===== src/rtl/ad9826_pkg.sv =====
// Shared definitions for the AD9826 serial-port responder.
//   - Frame geometry constants, register address map, FSM state type,
//     and a helper that maps a register address to its LSB in the packed
//     72-bit register file.
package ad9826_pkg;

    localparam int AD9826_FRAME_BITS = 16;
    localparam int AD9826_ADDR_BITS  = 3;
    localparam int AD9826_DATA_BITS  = 9;

    localparam logic [2:0] AD9826_REG_CONFIG    = 3'd0;
    localparam logic [2:0] AD9826_REG_MUX       = 3'd1;
    localparam logic [2:0] AD9826_REG_PGA_RED   = 3'd2;
    localparam logic [2:0] AD9826_REG_PGA_GREEN = 3'd3;
    localparam logic [2:0] AD9826_REG_PGA_BLUE  = 3'd4;
    localparam logic [2:0] AD9826_REG_OFS_RED   = 3'd5;
    localparam logic [2:0] AD9826_REG_OFS_GREEN = 3'd6;
    localparam logic [2:0] AD9826_REG_OFS_BLUE  = 3'd7;

    typedef enum logic [1:0] {
        ST_IDLE,
        ST_ADDR,
        ST_WDATA,
        ST_RDATA
    } ad9826_state_e;

    function automatic logic [6:0] reg_lsb(input logic [2:0] a);
        return 7'(a) * 7'd9;
    endfunction

endpackage


===== src/rtl/ad9826_serial_target_pin_sync_edge.sv =====
// Pin synchronizer with edge detection.
//   clk, rst_n : system clock, async active-low reset
//   pin        : asynchronous input pin
//   level      : synchronized pin level (STAGES flops deep)
//   rise, fall : single-cycle pulses on synchronized level transitions
// RESET_VAL sets the synchronizer reset level so that an idle pin produces
// no spurious edge when reset is released.
module pin_sync_edge #(
    parameter int   STAGES    = 2,
    parameter logic RESET_VAL = 1'b0
) (
    input  logic clk,
    input  logic rst_n,
    input  logic pin,
    output logic level,
    output logic rise,
    output logic fall
);

    logic [STAGES-1:0] sync_q;
    logic              prev_q;

    always_ff @(posedge clk or negedge rst_n) begin
        if (!rst_n) begin
            sync_q <= {STAGES{RESET_VAL}};
            prev_q <= RESET_VAL;
        end else begin
            sync_q <= {sync_q[STAGES-2:0], pin};
            prev_q <= sync_q[STAGES-1];
        end
    end

    assign level = sync_q[STAGES-1];
    assign rise  = level & ~prev_q;
    assign fall  = ~level & prev_q;

endmodule


===== src/rtl/ad9826_serial_target.sv =====
// AD9826 3-wire serial port responder (SLOAD/SCLK/SDATA) holding the eight
// 9-bit registers. Oversamples the pins on clk.
//   ad_sload      : frame select, active low
//   ad_sclk       : serial clock, idle low, data sampled on rise
//   ad_sdata_i    : SDATA pin level
//   ad_sdata_o/oe : SDATA drive value / enable during read data phase
//   regs          : register file, reg[a] = regs[9*a +: 9]
//   wr_strobe     : 1-cycle pulse when a write frame commits
//   wr_addr       : address of last committed write
//   frame_err     : 1-cycle pulse when a frame closes with bit count != 16
//
// state   | meaning
// IDLE    | SLOAD high, waiting for frame start
// ADDR    | shifting R/W, address and don't-care bits (bits 0-6)
// WDATA   | shifting 9 write-data bits into shadow register
// RDATA   | presenting regs[addr] MSB first on SCLK falls
module ad9826_serial_target
    import ad9826_pkg::*;
#(
    parameter int          SYNC_STAGES = 2,
    parameter logic [71:0] REG_RESET   = 72'h0
) (
    input  logic        clk,
    input  logic        rst_n,
    input  logic        ad_sload,
    input  logic        ad_sclk,
    input  logic        ad_sdata_i,
    output logic        ad_sdata_o,
    output logic        ad_sdata_oe,
    output logic [71:0] regs,
    output logic        wr_strobe,
    output logic [2:0]  wr_addr,
    output logic        frame_err
);

    localparam logic [4:0] CNT_HDR_LAST = 5'd6;
    localparam logic [4:0] CNT_FULL     = 5'(AD9826_FRAME_BITS);
    localparam logic [4:0] CNT_SAT      = 5'(AD9826_FRAME_BITS + 1);
    localparam logic [4:0] CNT_RD_LAST  = 5'(AD9826_FRAME_BITS - 1);

    logic sload_lvl, sload_rise, sload_fall;
    logic sclk_lvl, sclk_rise, sclk_fall;
    logic sdata_lvl;

    pin_sync_edge #(.STAGES(SYNC_STAGES), .RESET_VAL(1'b1)) u_sync_sload (
        .clk(clk), .rst_n(rst_n), .pin(ad_sload),
        .level(sload_lvl), .rise(sload_rise), .fall(sload_fall)
    );

    pin_sync_edge #(.STAGES(SYNC_STAGES), .RESET_VAL(1'b0)) u_sync_sclk (
        .clk(clk), .rst_n(rst_n), .pin(ad_sclk),
        .level(sclk_lvl), .rise(sclk_rise), .fall(sclk_fall)
    );

    pin_sync_edge #(.STAGES(SYNC_STAGES), .RESET_VAL(1'b0)) u_sync_sdata (
        .clk(clk), .rst_n(rst_n), .pin(ad_sdata_i),
        .level(sdata_lvl), .rise(), .fall()
    );

    ad9826_state_e state, state_next;
    logic [4:0]    bit_cnt, cnt_eff;
    logic          rw, rw_eff;
    logic [2:0]    addr, addr_eff;
    logic [8:0]    shadow, shadow_eff;
    logic [8:0]    rd_shift;
    logic [71:0]   regs_q;
    logic          do_commit, do_err, do_rd_load;

    // The *_eff values include an SCLK rise arriving in this same cycle, so
    // a frame closing together with its last rise still sees that bit.
    always_comb begin
        state_next = state;
        cnt_eff    = bit_cnt;
        rw_eff     = rw;
        addr_eff   = addr;
        shadow_eff = shadow;
        do_commit  = 1'b0;
        do_err     = 1'b0;
        do_rd_load = 1'b0;

        if (state != ST_IDLE && sclk_rise) begin
            if (bit_cnt != CNT_SAT)
                cnt_eff = bit_cnt + 5'd1;
            if (state == ST_ADDR) begin
                if (bit_cnt == 5'd0)
                    rw_eff = sdata_lvl;
                else if (bit_cnt <= 5'd3)
                    addr_eff = {addr[1:0], sdata_lvl};
                if (bit_cnt == CNT_HDR_LAST) begin
                    state_next = rw ? ST_RDATA : ST_WDATA;
                    do_rd_load = rw;
                end
            end
            if (state == ST_WDATA)
                shadow_eff = {shadow[7:0], sdata_lvl};
        end

        if (sload_fall) begin
            state_next = ST_ADDR;
            do_rd_load = 1'b0;
        end else if (sload_rise) begin
            state_next = ST_IDLE;
            if (state != ST_IDLE) begin
                do_err    = (cnt_eff != CNT_FULL);
                do_commit = (state == ST_WDATA) && (cnt_eff == CNT_FULL);
            end
        end
    end

    always_ff @(posedge clk or negedge rst_n) begin
        if (!rst_n)
            state <= ST_IDLE;
        else
            state <= state_next;
    end

    always_ff @(posedge clk or negedge rst_n) begin
        if (!rst_n) begin
            bit_cnt     <= '0;
            rw          <= 1'b0;
            addr        <= '0;
            shadow      <= '0;
            rd_shift    <= '0;
            regs_q      <= REG_RESET;
            wr_strobe   <= 1'b0;
            wr_addr     <= '0;
            frame_err   <= 1'b0;
            ad_sdata_o  <= 1'b0;
            ad_sdata_oe <= 1'b0;
        end else begin
            wr_strobe <= do_commit;
            frame_err <= do_err;

            if (sload_fall) begin
                bit_cnt <= '0;
                rw      <= 1'b0;
                addr    <= '0;
                shadow  <= '0;
            end else begin
                bit_cnt <= cnt_eff;
                rw      <= rw_eff;
                addr    <= addr_eff;
                shadow  <= shadow_eff;
            end

            if (do_commit) begin
                regs_q[reg_lsb(addr_eff) +: AD9826_DATA_BITS] <= shadow_eff;
                wr_addr <= addr_eff;
            end

            if (do_rd_load)
                rd_shift <= regs_q[reg_lsb(addr_eff) +: AD9826_DATA_BITS];

            // Drive D8..D0 on the falls following rises 7..15; the fall after
            // the 16th rise releases the pin.
            if (sload_rise || sload_fall) begin
                ad_sdata_oe <= 1'b0;
            end else if (state == ST_RDATA && sclk_fall) begin
                if (bit_cnt <= CNT_RD_LAST) begin
                    ad_sdata_oe <= 1'b1;
                    ad_sdata_o  <= rd_shift[8];
                    rd_shift    <= {rd_shift[7:0], 1'b0};
                end else begin
                    ad_sdata_oe <= 1'b0;
                end
            end
        end
    end

    assign regs = regs_q;

endmodule


===== config.mk =====
export PLATFORM = sky130hd
export DESIGN_NAME = ad9826_serial_target
export DESIGN_NICKNAME = d
export VERILOG_FILES = /design/src/rtl/ad9826_pkg.sv /design/src/rtl/ad9826_serial_target_pin_sync_edge.sv /design/src/rtl/ad9826_serial_target.sv
export SDC_FILE = /design/constraint.sdc
export NUM_CORES = 1
export LEC_CHECK = 0
export CAP_MARGIN = 20
export CELL_PAD_IN_SITES_DETAIL_PLACEMENT = 1
export CELL_PAD_IN_SITES_GLOBAL_PLACEMENT = 1
export CORE_MARGIN = 8
export CORE_UTILIZATION = 40
export DETAILED_ROUTE_END_ITERATION = 8
export PLACE_DENSITY_LB_ADDON = 0.12
export REMOVE_ABC_BUFFERS = 1
export SLEW_MARGIN = 30
export SYNTH_ARGS = -nofsm -noshare
export SYNTH_HDL_FRONTEND = slang
export SYNTH_HIERARCHICAL = 1
export SYNTH_SLANG_ARGS = --single-unit

===== constraint.sdc =====
create_clock -name clk -period 7.8 [get_ports clk]
set_input_delay 2.34 -clock clk [delete_from_list [all_inputs] [get_ports clk]]
set_output_delay 2.34 -clock clk [all_outputs]
set_load 0.01 [all_outputs]

* Yosys cells after proc, flatten, opt, wreduce, memory -nomap -nowiden *
Index checks and enable logic that the tools add are counted.

storage, ports and cells
  output and inout bits = 79
  latch bits = 0
  bits of input ports = 5
  memories kept = 0
  word-level logic and storage cells = 96
  flip-flop bits (word level) = 116
  memory bits (writable) = 0
  memory bits (read-only) = 0

operators by class
  add/subtract/negate cells = 2
  multiply operators = 1
  divide/modulo/power cells = 0
  bitwise operators = 9
  shift operators = 3
  magnitude comparators = 2
  reduce and logical (&&, ||, !) cells = 16
  muxes and demuxes = 39
  equality and inequality tests = 7

operators by type and width
  operator                                                         number
  bitwise mux 72 bit                                               1
  variable shift 9 x 9 -> 72 bit (first input constant)            1
  indexed part select 72 x 8 -> 9 bit                              1
  indexed part select 9 x 9 -> 72 bit                              1
  two-way mux 9 bit                                                7
  two-way mux 1 bit                                                18
  two-way mux 3 bit                                                5
  two-way mux 5 bit                                                3
  two-way mux 2 bit                                                5
  != test 5 bit (second input constant)                            2
  nonzero test 2 bit                                               5
  negation 7 -> 9 bit                                              1
  AND reduction 3 bit                                              3
  nonzero test 3 bit                                               3
  multiplier 3 x 4 -> 7 bit (second input constant)                1
  adder 5 x 1 -> 5 bit (second input constant)                     1
  equality test 5 x 3 -> 1 bit (second input constant)             1
  equality test 5 bit (second input constant)                      1
  less-or-equal comparator 5 x 2 -> 1 bit (second input constant)  1
  less-or-equal comparator 5 x 4 -> 1 bit (second input constant)  1
  logical NOT 5 bit                                                1
  inverter 1 bit                                                   5
  bitwise AND 1 bit                                                4
  equality test 2 bit (second input constant)                      2
  other kinds (3)                                                  5

* Depth between registers and ports, before layout *
Gate-level depths: netlist (run 1).

  depth in word-level cells = 11
  gate-level depth with buffers = 17
  depth with buffers taken out = 12

* Hierarchy *
The synthesis (run 1) kept the hierarchy.

modules (own cells, without submodules)
  module                           sequential area each (um2)  area an instance (um2)  times used  cells each
  ad9826_serial_target             2702.6                      5701.7                  1           505
  pin_sync_edge (u_sync_sclk ...)  75.1                        90.1                    2           5
  pin_sync_edge (u_sync_sload)     78.8                        93.8                    1           5

* Least setup slack after synthesis (run 1) *
OpenSTA, ideal clock, no wires.

  path kind = reg2reg
  start = reg bit_cnt[0]
  end = reg regs_q[18] (netlist: regs[18])
  path buffers = 5
  period minus slack after synthesis = 3.964 ns
  data required time = 7.675 ns
  setup time = 0.125 ns
  arrival = 3.839 ns
  slack = 3.836 ns
  cell stages (with the launch flop) = 17
  cells stage by stage = dfrtp_1 > clkbuf_1 > inv_1 > ha_1 > clkbuf_1 > o41ai_1 > nand2_2 > inv_1 > buf_4 > buf_4 > ha_1 > nor2_1 > mux2_2 > a22oi_1 > nand4b_1 > buf_2 > mux2_2

on the way
  longest elaborated chain between the ends = 9
  elaborated cells on any way between the ends = 20
  those cells by class = add/sub: 2; mul: 1; order compare: 1; eq/ne: 2; shift: 2; mux: 10; reduce/logical: 2

RTL lines
  element                                                                                       RTL line                     source
  from (decl)                                                                                   ad9826_serial_target.sv:61   logic [4:0] bit_cnt, cnt_eff;
  from (signal assigned)                                                                        ad9826_serial_target.sv:140  bit_cnt <= cnt_eff;
  less-or-equal comparator 5 x 2 -> 1 bit                                                       ad9826_serial_target.sv:87   else if (bit_cnt <= 5'd3)
  two-way mux 3 bit                                                                             ad9826_serial_target.sv:87
  two-way mux 3 bit                                                                             ad9826_serial_target.sv:85   if (bit_cnt == 5'd0)
  two-way mux 3 bit                                                                             ad9826_serial_target.sv:84   if (state == ST_ADDR) begin
  two-way mux 3 bit                                                                             ad9826_serial_target.sv:81   if (state != ST_IDLE && sclk_rise) begin
  multiplier 3 x 4 -> 7 bit                                                                     ad9826_pkg.sv:28             return 7'(a) * 7'd9;
  negation 7 -> 9 bit                                                                           ad9826_serial_target.sv:147  regs_q[reg_lsb(addr_eff) +: AD9826_DATA_BITS] <= shadow_eff;
  indexed part select 9 x 9 -> 72 bit / variable shift 9 x 9 -> 72 bit (equally long branches)  ad9826_serial_target.sv:147
  bitwise mux 72 bit                                                                            ad9826_serial_target.sv:147
  to (signal, indexed assignment)                                                               ad9826_serial_target.sv:147
  to (decl)                                                                                     ad9826_serial_target.sv:66   logic [71:0] regs_q;

Parallel ways exist; a longest one is shown, timed or not.
A chain may end at the register's enable or synchronous reset.

* Worst setup path in the final report (run 1) *
  start = reg bit_cnt[0]
  end = reg regs_q[19] (netlist: regs[19])

Same word-level chain as after synthesis.

==> results.yml, run 1 <==
sta:
  finalSetupViolations: 0
  slew_viol_final: 0
  rsz0062_at_grt: "false"
  fin_skew_ns: 0.00539
  max_slew_margin: 0.317
  fin_ws_ns: 2.59
  max_freq_ghz: 0.192
  worstMarginPinSlew_ns: 0.998
  final-hold-violation-count: 0
  final.min_clock_period_ns: 5.21
  fin_crit_sh: 0.668
  fin_setup_tns_ns: 0
cells_and_area:
  seq_area_um2: 2910
  diodes: 0
  syn2layout_area_growth_pct: 26.3
  fillers: 1570
  drive_above_1_share: 0.221
  nets: 607
  multi_input_area_um2: 2860
route:
  wl_met1_mm: 9.00
  route.vias.total: 4571
  detail-route-antenna-nets: 0
  totalWireLength_mm: 19.2
  dr_wl_met3_um: 909
  drt_iter0_markers: 176
  top_layer: "met4"
  wl_per_cell_um: 24.3
  drc: 0
  via_per_inst: 5.78
  drt-pass1-iter-count: 5
  wl_met2_mm: 8.89
synth:
  yosysWarningCount: 6
  syn_avg_cell_area_um2: 11.5
  synth.cell_area_um2: 5940
  syn_inst: 517
power:
  p_int_w: 0.00113
  p_per_area_nw_per_um2: 200
  p_switching_w: 0.000370
  leakage_nw: 3.45
  pwr-share-comb: 0.069
  vdd_drop_max_uv: 148
  seqPwrFrac: 0.415
  swShare: 0.247
  p_clk_frac: 0.516
die:
  die_w_um: 138
  core-area_um2: 14500
  start_util: 0.408
  rows: 44
  dieArea_um2: 19000
  fp.dieH_um: 138
  num_io_pins: 84
global_routing:
  grt_antenna_before_repair: 0
  grt_pass1_vias: 4850
  grt_pass1_wl_mm: 29.6
  grt_max_degree: 65
  grt_usage: 0.213
  grt_overflow: 0
setup_path:
  critPathRequiredTime_ns: 8.10
  critPathMaxFanout: 21
  max_stage_delay_ns: 0.77
  startpoint_type: "flip-flop"
  crit_path_end_kind: "flip-flop"
  cp.arrival_ns: 5.51
  worstPathCellList: "inv_1 -> ha_1 -> nor2b_1 -> nand4_1 -> nand2_2 -> inv_1 -> ha_1 -> nor2_1 -> mux2_2 -> a22oi_1 -> nand4b_1 -> mux2_2"
  crit_type: "reg -> reg"
  slowest_stage: "nand4b_1"
  rr_worst_depth: 12
clocking:
  ctsHoldBuffers: 0
  clk_pin_slew_ns: 0.06
  postCtsSetupRepairBufs: 0
  worst_skew_pair.late_latency_ns: 0.42
  cts_tree: "done"
  root_buffer: "clkbuf_16"
  clockBufferDepth: 2
  clkSinkCount: 116
  cts_resized: 0
  cts_buffers: 17
  htree_levels: 4
placement:
  dp_slack_ns: 2.70
  hpwlAfterDp_mm: 13.3
  gp_congestion: 0.859
  io_buffers: 83
run:
  drv_cap: 0
min_path:
  min_path_cells: 0
  hold_class: "reg -> reg"
outcome:
  run_status: "finished, final reports clean"
-- worst paths after layout --
kind	endpoint	from	slack, ns
max in group asynchronous	regs[36]$_DFFE_PN0P_	rst_n	4.57
min in group asynchronous	u_sync_sclk/sync_q[1]$_DFF_PN0_	rst_n	2.03
worst min register to register	u_sync_sclk/sync_q[1]$_DFF_PN0_	u_sync_sclk/sync_q[0]$_DFF_PN0_	0.35
worst max-delay path	regs[19]$_DFFE_PN0P_	bit_cnt[0]$_DFF_PN0_	2.59
worst max register to register	regs[19]$_DFFE_PN0P_	bit_cnt[0]$_DFF_PN0_	2.59
worst min-delay path	u_sync_sclk/sync_q[1]$_DFF_PN0_	u_sync_sclk/sync_q[0]$_DFF_PN0_	0.35
-- routing by layer --
metal  GRT usage  vias to the layer above
li1            -                     2056
met1       0.283                     2363
met2       0.330                      119
met3      0.0511                       33
met4      0.0764                        0
met5           0                        -
-- cell usage in the layout, fill, tap and decap left out, types with 3 or more instances in the layout --
cell type	n
dfrtp_1	113
clkdlybuf4s50_1	82
mux2_2	80
nor2_1	52
mux2i_1	24
a21oi_1	21
a21boi_0	19
nand2_1	17
and3_1	17
clkbuf_16	17
a211oi_1	15
inv_1	11
o21ai_0	9
ha_1	8
nor2b_1	7
nand3_1	7
buf_4	7
o211a_1	6
nand4_1	5
nand3b_1	4
nor4_4	4
o31ai_1	4
clkinv_2	4
nor3_1	3
xnor2_1	3
o32ai_1	3
a2111o_1	3
o211ai_1	3
clkinvlp_4	3
dfstp_2	3
-- worst max-delay path, delay by kind of cell (launching register included) --
kind | cells | cell delay, ns
AO/OA/AOI/OAI | 1 | 0.13
adder cells (fa/ha/maj) | 2 | 0.83
buffers and inverters | 2 | 0.65
flip-flops | 1 | 0.49
multiplexers | 2 | 0.69
AND/OR/NAND/NOR | 5 | 2.28
-- power by group through the flow --
stage          combinational (W)  sequential, W  clock (W)
4_1_cts                 0.000104       0.000621   0.000785
5_1_grt                 0.000114       0.000622   0.000812
3_5_place_dp            0.000104       0.000631          0
2_1_floorplan          0.0000649       0.000628          0
3_3_place_gp            0.000100       0.000631          0
6_report                0.000104       0.000621   0.000773
-- flip-flops by register name, summed over array words and instances (netlist names), 2 cells and up --
name / flops
u_sync_sclk/sync_q: 2
u_sync_sload/sync_q: 2
regs: 72
bit_cnt: 5
shadow: 9
state: 2
u_sync_sdata/sync_q: 2
wr_addr: 3
addr: 3
rd_shift: 9
-- cell type report --
type | count | share of cell area
Multi-Input combinational cell | 359 | 0.381
Inverter | 11 | 0.00551
Clock buffer | 20 | 0.0609
Timing Repair Buffer | 89 | 0.117
Tap cell | 184 | 0.0307
Sequential cell | 116 | 0.388
Clock inverter | 12 | 0.0172
-- stage by stage --
step           hold slack [ns]  cell area [um^2]  total power (W)  cells  utilization
6_report                 0.348              7490          0.00150    791        0.516
5_1_grt                  0.354              7490          0.00155    791        0.516
4_1_cts                  0.349              7490          0.00151    791        0.516
3_5_place_dp             0.336              6910         0.000735    759        0.475
3_3_place_gp             0.335              6910         0.000731    759        0.475
2_1_floorplan            0.331              5800         0.000693    486            -
No activity file was read; power rests on OpenSTA's default activity.
==> run 2: changes to the inputs <==
Clock period 7.8 ns to 5 ns, I/O delays scaled along.
==> run 2 against run 1 <==
Maximum frequency grew 15%. Cell area up 0.63%. Register-to-register slack lost 2.1 ns. Count of clock-buffer cells in the layout up 8. Combinational power up 64%. Critical endpoint is now regs[20]$_DFFE_PN0P_. Largest cell class unchanged.
==> results.yml, run 2 (synthesis results as in run 1) <==
outcome:
  run_status: "finished, final reports clean"
setup_path:
  worstPathCellList: "nor2b_1 -> nand4bb_1 -> o41ai_2 -> nand2_1 -> inv_1 -> ha_1 -> nor2_1 -> mux2_2 -> a22oi_1 -> nand4b_1 -> mux2_2"
  critPathMaxFanout: 9
  crit_path_end_kind: "flip-flop"
  crit_type: "reg -> reg"
  cp_top_family: "simple AND/OR/NAND/NOR gates"
  cp.arrival_ns: 4.81
  max_stage_delay_ns: 0.59
  startpoint_type: "flip-flop"
  crit_buf_inv: 1
  critPathMostFrequentCell: "mux2_2"
  critPathRequiredTime_ns: 5.30
  slowest_stage: "nand4b_1"
cells_and_area:
  fillers: 1541
  finalInstanceArea_um2: 7540
  syn2layout_area_growth_pct: 27.1
  seq_area_um2: 2910
  mostFrequentLayoutCells: "dfrtp_1 (113), clkdlybuf4s50_1 (82), mux2_2 (80), nor2_1 (52), mux2i_1 (24)"
  nets: 613
  drive_above_1_share: 0.223
  largest_register_ffs: 72
  final_common_cell: "dfrtp_1"
  multi_input_area_um2: 2870
  diodes: 0
global_routing:
  grt_overflow: 0
  grt_usage: 0.223
  use_met3: 0.0722
  grt_use_met1: 0.289
  grt_max_degree: 117
  use_met2: 0.350
  top_usage_layer: "met2"
  grt_pass1_vias: 5138
  grt_antenna_before_repair: 0
  grt_pass1_wl_mm: 31.2
sta:
  max_freq_ghz: 0.221
  final-hold-violation-count: 0
  finalSetupViolations: 0
  final.min_clock_period_ns: 4.52
  slew_viol_final: 0
  max_slew_margin: 0.460
  rsz0062_at_grt: "false"
  fin_crit_sh: 0.904
  fin_setup_tns_ns: 0
  worstMarginPinSlew_ns: 0.809
  fin_skew_ns: 0.0118
power:
  vdd_drop_max_uv: 246
  p_per_area_nw_per_um2: 307
  leakage_nw: 3.48
route:
  detail-route-antenna-nets: 0
  wl_per_cell_um: 24.9
  drc: 0
  drt-pass1-iter-count: 4
  drt_iter0_markers: 299
  totalWireLength_mm: 19.9
  route.vias.total: 4604
  via_per_inst: 5.78
die:
  num_io_pins: 84
  dieArea_um2: 19000
  rows: 44
  start_util: 0.408
  core-area_um2: 14500
  fp.dieH_um: 138
  die_w_um: 138
placement:
  gp_congestion: 0.836
  dpl-instance-area_um2: 6970
  io_buffers: 83
  hpwlAfterDp_mm: 13.6
clocking:
  cts_tree: "done"
  clkSinkCount: 116
  clockBufferDepth: 2
  htree_levels: 4
  worst_skew_pair.late_latency_ns: 0.42
  root_buffer: "clkbuf_16"
  clk_pin_slew_ns: 0.05
  cts_buffers: 17
min_path:
  hold_class: "reg -> reg"
run:
  drv_cap: 0
==> run 2: changes by cell type in the layout (fill, tap and decap cells not counted), sizes merged <==
| cell | previous run | this run |
|---|---|---|
| buf | 7 | 13 |
| inv | 13 | 11 |
| bufinv | 2 | 1 |
| clkinv | 5 | 2 |
| clkbuf | 20 | 28 |
| clkinvlp | 3 | 1 |
==> run 2: worst paths after layout <==
path | startpoint | end | slack [ns] | cells after the start
min reg2reg | u_sync_sdata/sync_q[0]$_DFF_PN0_ | u_sync_sdata/sync_q[1]$_DFF_PN0_ | 0.35 | 0
max reg2reg | u_sync_sclk/sync_q[1]$_DFF_PN0_ | regs[20]$_DFFE_PN0P_ | 0.48 | 11
min | u_sync_sdata/sync_q[0]$_DFF_PN0_ | u_sync_sdata/sync_q[1]$_DFF_PN0_ | 0.35 | 0
max in group asynchronous | rst_n | addr[1]$_DFF_PN0_ | 3.30 | 2
max | u_sync_sclk/sync_q[1]$_DFF_PN0_ | regs[20]$_DFFE_PN0P_ | 0.48 | 11
min in group asynchronous | rst_n | bit_cnt[2]$_DFF_PN0_ | 1.12 | 2
==> run 2: repair_timing <==
item | 4_1_cts | 5_1_grt
hold buffers | 0 | 0
setup endpoints to repair | 0 | 11
buffers inserted | 0 | 0
gates resized for setup | 0 | 1
==> run 2: cell type report <==
| cell class | count | area share |
|---|---|---|
| Clock buffer | 28 | 0.0685 |
| Clock inverter | 4 | 0.00630 |
| Multi-Input combinational cell | 359 | 0.380 |
| Sequential cell | 116 | 0.385 |
| Inverter | 11 | 0.00547 |
| Tap cell | 184 | 0.0305 |
| Timing Repair Buffer | 95 | 0.123 |
==> run 2: power breakdown <==
part           total (W)  switching [W]  internal [W]
logic           0.000171       0.000118     0.0000534
registers       0.000969      0.0000170      0.000952
clock network    0.00117       0.000425      0.000748
total            0.00231       0.000559       0.00175
==> run 2: worst reg2reg max path: stages, from the launching register on <==
cell	delay [ns]
dfrtp_1	0.34
nor2b_1	0.31
nand4bb_1	0.41
o41ai_2	0.58
nand2_1	0.34
inv_1	0.35
ha_1	0.35
nor2_1	0.08
mux2_2	0.29
a22oi_1	0.34
nand4b_1	0.59
mux2_2	0.42
==> run 2: layer usage <==
metal,vias up,wire length [um]
met5,-,0
met4,0,357
met3,25,1190
met2,136,9240
met1,2372,9090
li1,2071,-
==> run 2: stage by stage <==
step,total power (W),hold WS [ns],std cells,worst slack [ns],util
CTS,0.00233,0.353,797,0.298,0.518
global placement,0.00115,0.334,764,0.662,0.479
finish,0.00231,0.351,797,0.481,0.519
global route,0.00238,0.356,797,0.266,0.519
detailed placement,0.00115,0.342,765,0.356,0.480
floorplan,0.00108,0.331,486,0.322,-
==> run 3: changes to the inputs <==
Clock period 5 ns to 4.9 ns, I/O delays scaled along.
==> run 3 against run 2 <==
Sequential share of layout area is 0.40 points lower. Final cell count is 0.50% higher. Worst setup slack worse by 0.059 ns. First-iteration DRC count is 14% higher. Sequential power is 2.1% higher. Die area stayed put. Worst hold slack hardly changed. Via count is 0.96% higher. Cell area is 1.1% higher. Utilization is 0.55 points higher. Largest cell class unchanged.
==> results.yml, run 3 (synthesis results as in run 1) <==
power:
  swShare: 0.243
  seqPwrFrac: 0.397
  p_int_w: 0.00189
  vdd_drop_max_uv: 244
  p_clk_frac: 0.534
  leakage_nw: 3.52
  p_switching_w: 0.000606
  pwr-share-comb: 0.070
  p_per_area_nw_per_um2: 327
sta:
  final-hold-violation-count: 0
  rsz0062_at_grt: "false"
  final.min_clock_period_ns: 4.48
  slew_viol_final: 0
  max_freq_ghz: 0.223
  fin_ws_ns: 0.422
  fin_setup_tns_ns: 0
  max_slew_margin: 0.371
  finalSetupViolations: 0
  worstMarginPinSlew_ns: 0.920
  fin_crit_sh: 0.914
  fin_skew_ns: 0.0125
setup_path:
  crit_buf_inv: 2
  cp.arrival_ns: 4.78
  worstPathCellList: "nor2b_1 -> nand4bb_1 -> o41ai_1 -> nand2_1 -> inv_1 -> ha_1 -> inv_1 -> xnor2_1 -> and3_1 -> mux2_2"
  rrSetupSlack_ns: 0.42
  cp_top_family: "simple AND/OR/NAND/NOR gates"
  crit_type: "reg -> reg"
  max_stage_delay_ns: 0.73
  critPathMostFrequentCell: "inv_1"
  crit_path_end_kind: "flip-flop"
  critPathMaxFanout: 9
  slowest_stage: "o41ai_1"
  startpoint_type: "flip-flop"
  critPathRequiredTime_ns: 5.21
die:
  num_io_pins: 84
  dieArea_um2: 19000
  die_w_um: 138
  start_util: 0.408
  core-area_um2: 14500
  rows: 44
  fp.dieH_um: 138
cells_and_area:
  nets: 617
  largest_register_ffs: 72
  syn2layout_area_growth_pct: 28.4
  drive_above_1_share: 0.235
  mostFrequentLayoutCells: "dfrtp_1 (113), clkdlybuf4s50_1 (82), mux2_2 (80), nor2_1 (52), mux2i_1 (24)"
  diodes: 0
  final_common_cell: "dfrtp_1"
run:
  drv_cap: 0
global_routing:
  grt_use_met1: 0.299
  grt_antenna_before_repair: 0
  grt_overflow: 0
  use_met2: 0.351
  use_met3: 0.0624
  top_usage_layer: "met2"
  grt_usage: 0.227
  grt_pass1_wl_mm: 31.7
  grt_pass1_vias: 5130
  grt_max_degree: 66
outcome:
  run_status: "finished, final reports clean"
route:
  drt-pass1-iter-count: 5
  detail-route-antenna-nets: 0
  route.vias.total: 4648
  drt_iter0_markers: 342
  totalWireLength_mm: 20.2
  via_per_inst: 5.80
  wl_per_cell_um: 25.3
  drc: 0
clocking:
  worst_skew_pair.late_latency_ns: 0.43
  htree_levels: 4
  ctsHoldBuffers: 0
  root_buffer: "clkbuf_16"
  cts_buffers: 17
  clockBufferDepth: 2
  clkSinkCount: 116
  clk_pin_slew_ns: 0.06
  cts_tree: "done"
placement:
  hpwlAfterDp_mm: 13.9
  io_buffers: 83
  dp_slack_ns: 0.305
  gp_congestion: 0.852
min_path:
  hold_class: "reg -> reg"
run 3: cell types whose count changed in the layout (fill, tap and decap cells not counted), sizes merged:
cell | before | now
clkbuf | 28 | 19
inv | 11 | 12
clkinv | 2 | 6
buf | 13 | 17
bufinv | 1 | 4
clkinvlp | 1 | 2
run 3: power by group through the flow:
stage	clock [W]	sequential (W)	combinational [W]
after floorplan	0	0.00100	0.000103
after global placement	0	0.00100	0.000171
after detailed placement	0	0.00101	0.000174
after CTS	0.00135	0.000989	0.000175
after global routing	0.00139	0.000991	0.000194
final	0.00133	0.000989	0.000174
run 3: worst paths after layout:
| path | startpoint | endpoint | depth (start not counted) |
|---|---|---|---|
| setup / recovery | u_sync_sclk/sync_q[1]$_DFF_PN0_ | regs[28]$_DFFE_PN0P_ | 10 |
| hold / removal | u_sync_sdata/sync_q[0]$_DFF_PN0_ | u_sync_sdata/sync_q[1]$_DFF_PN0_ | 0 |
| setup reg to reg | u_sync_sclk/sync_q[1]$_DFF_PN0_ | regs[28]$_DFFE_PN0P_ | 10 |
| hold reg to reg | u_sync_sdata/sync_q[0]$_DFF_PN0_ | u_sync_sdata/sync_q[1]$_DFF_PN0_ | 0 |
| max in group asynchronous | rst_n | regs[19]$_DFFE_PN0P_ | 2 |
| min in group asynchronous | rst_n | bit_cnt[2]$_DFF_PN0_ | 1 |
run 3: layout make-up:
class	instances	area, um^2
clock buffer	19	443
clock inverter	13	181
fill	1531	6910
inverter	11	41.3
multi-input combinational	359	2860
sequential	116	2910
tap	184	230
timing repair buffer	99	961
run 3: per-stage QoR:
| stage | total power (W) | instance area (um^2) | util | cells | hold WS [ns] |
|---|---|---|---|---|---|
| 2_1_floorplan | 0.00110 | 5800 | - | 486 | 0.331 |
| 3_3_place_gp | 0.00118 | 6970 | 0.479 | 765 | 0.334 |
| 3_5_place_dp | 0.00118 | 6970 | 0.480 | 766 | 0.337 |
| 4_1_cts | 0.00251 | 7600 | 0.523 | 798 | 0.351 |
| 5_1_grt | 0.00257 | 7620 | 0.524 | 801 | 0.357 |
| 6_report | 0.00249 | 7620 | 0.524 | 801 | 0.351 |
run 3: routing by layer:
metal | vias up | wire (um)
met4 | 0 | 353
met5 | - | 0
met3 | 23 | 1260
met1 | 2414 | 9060
li1 | 2080 | -
met2 | 131 | 9570
run 3: timing repair:
action                     4_1_cts  5_1_grt
setup endpoints to repair        0       15
gates resized for setup          0        1
setup buffers                    0        3
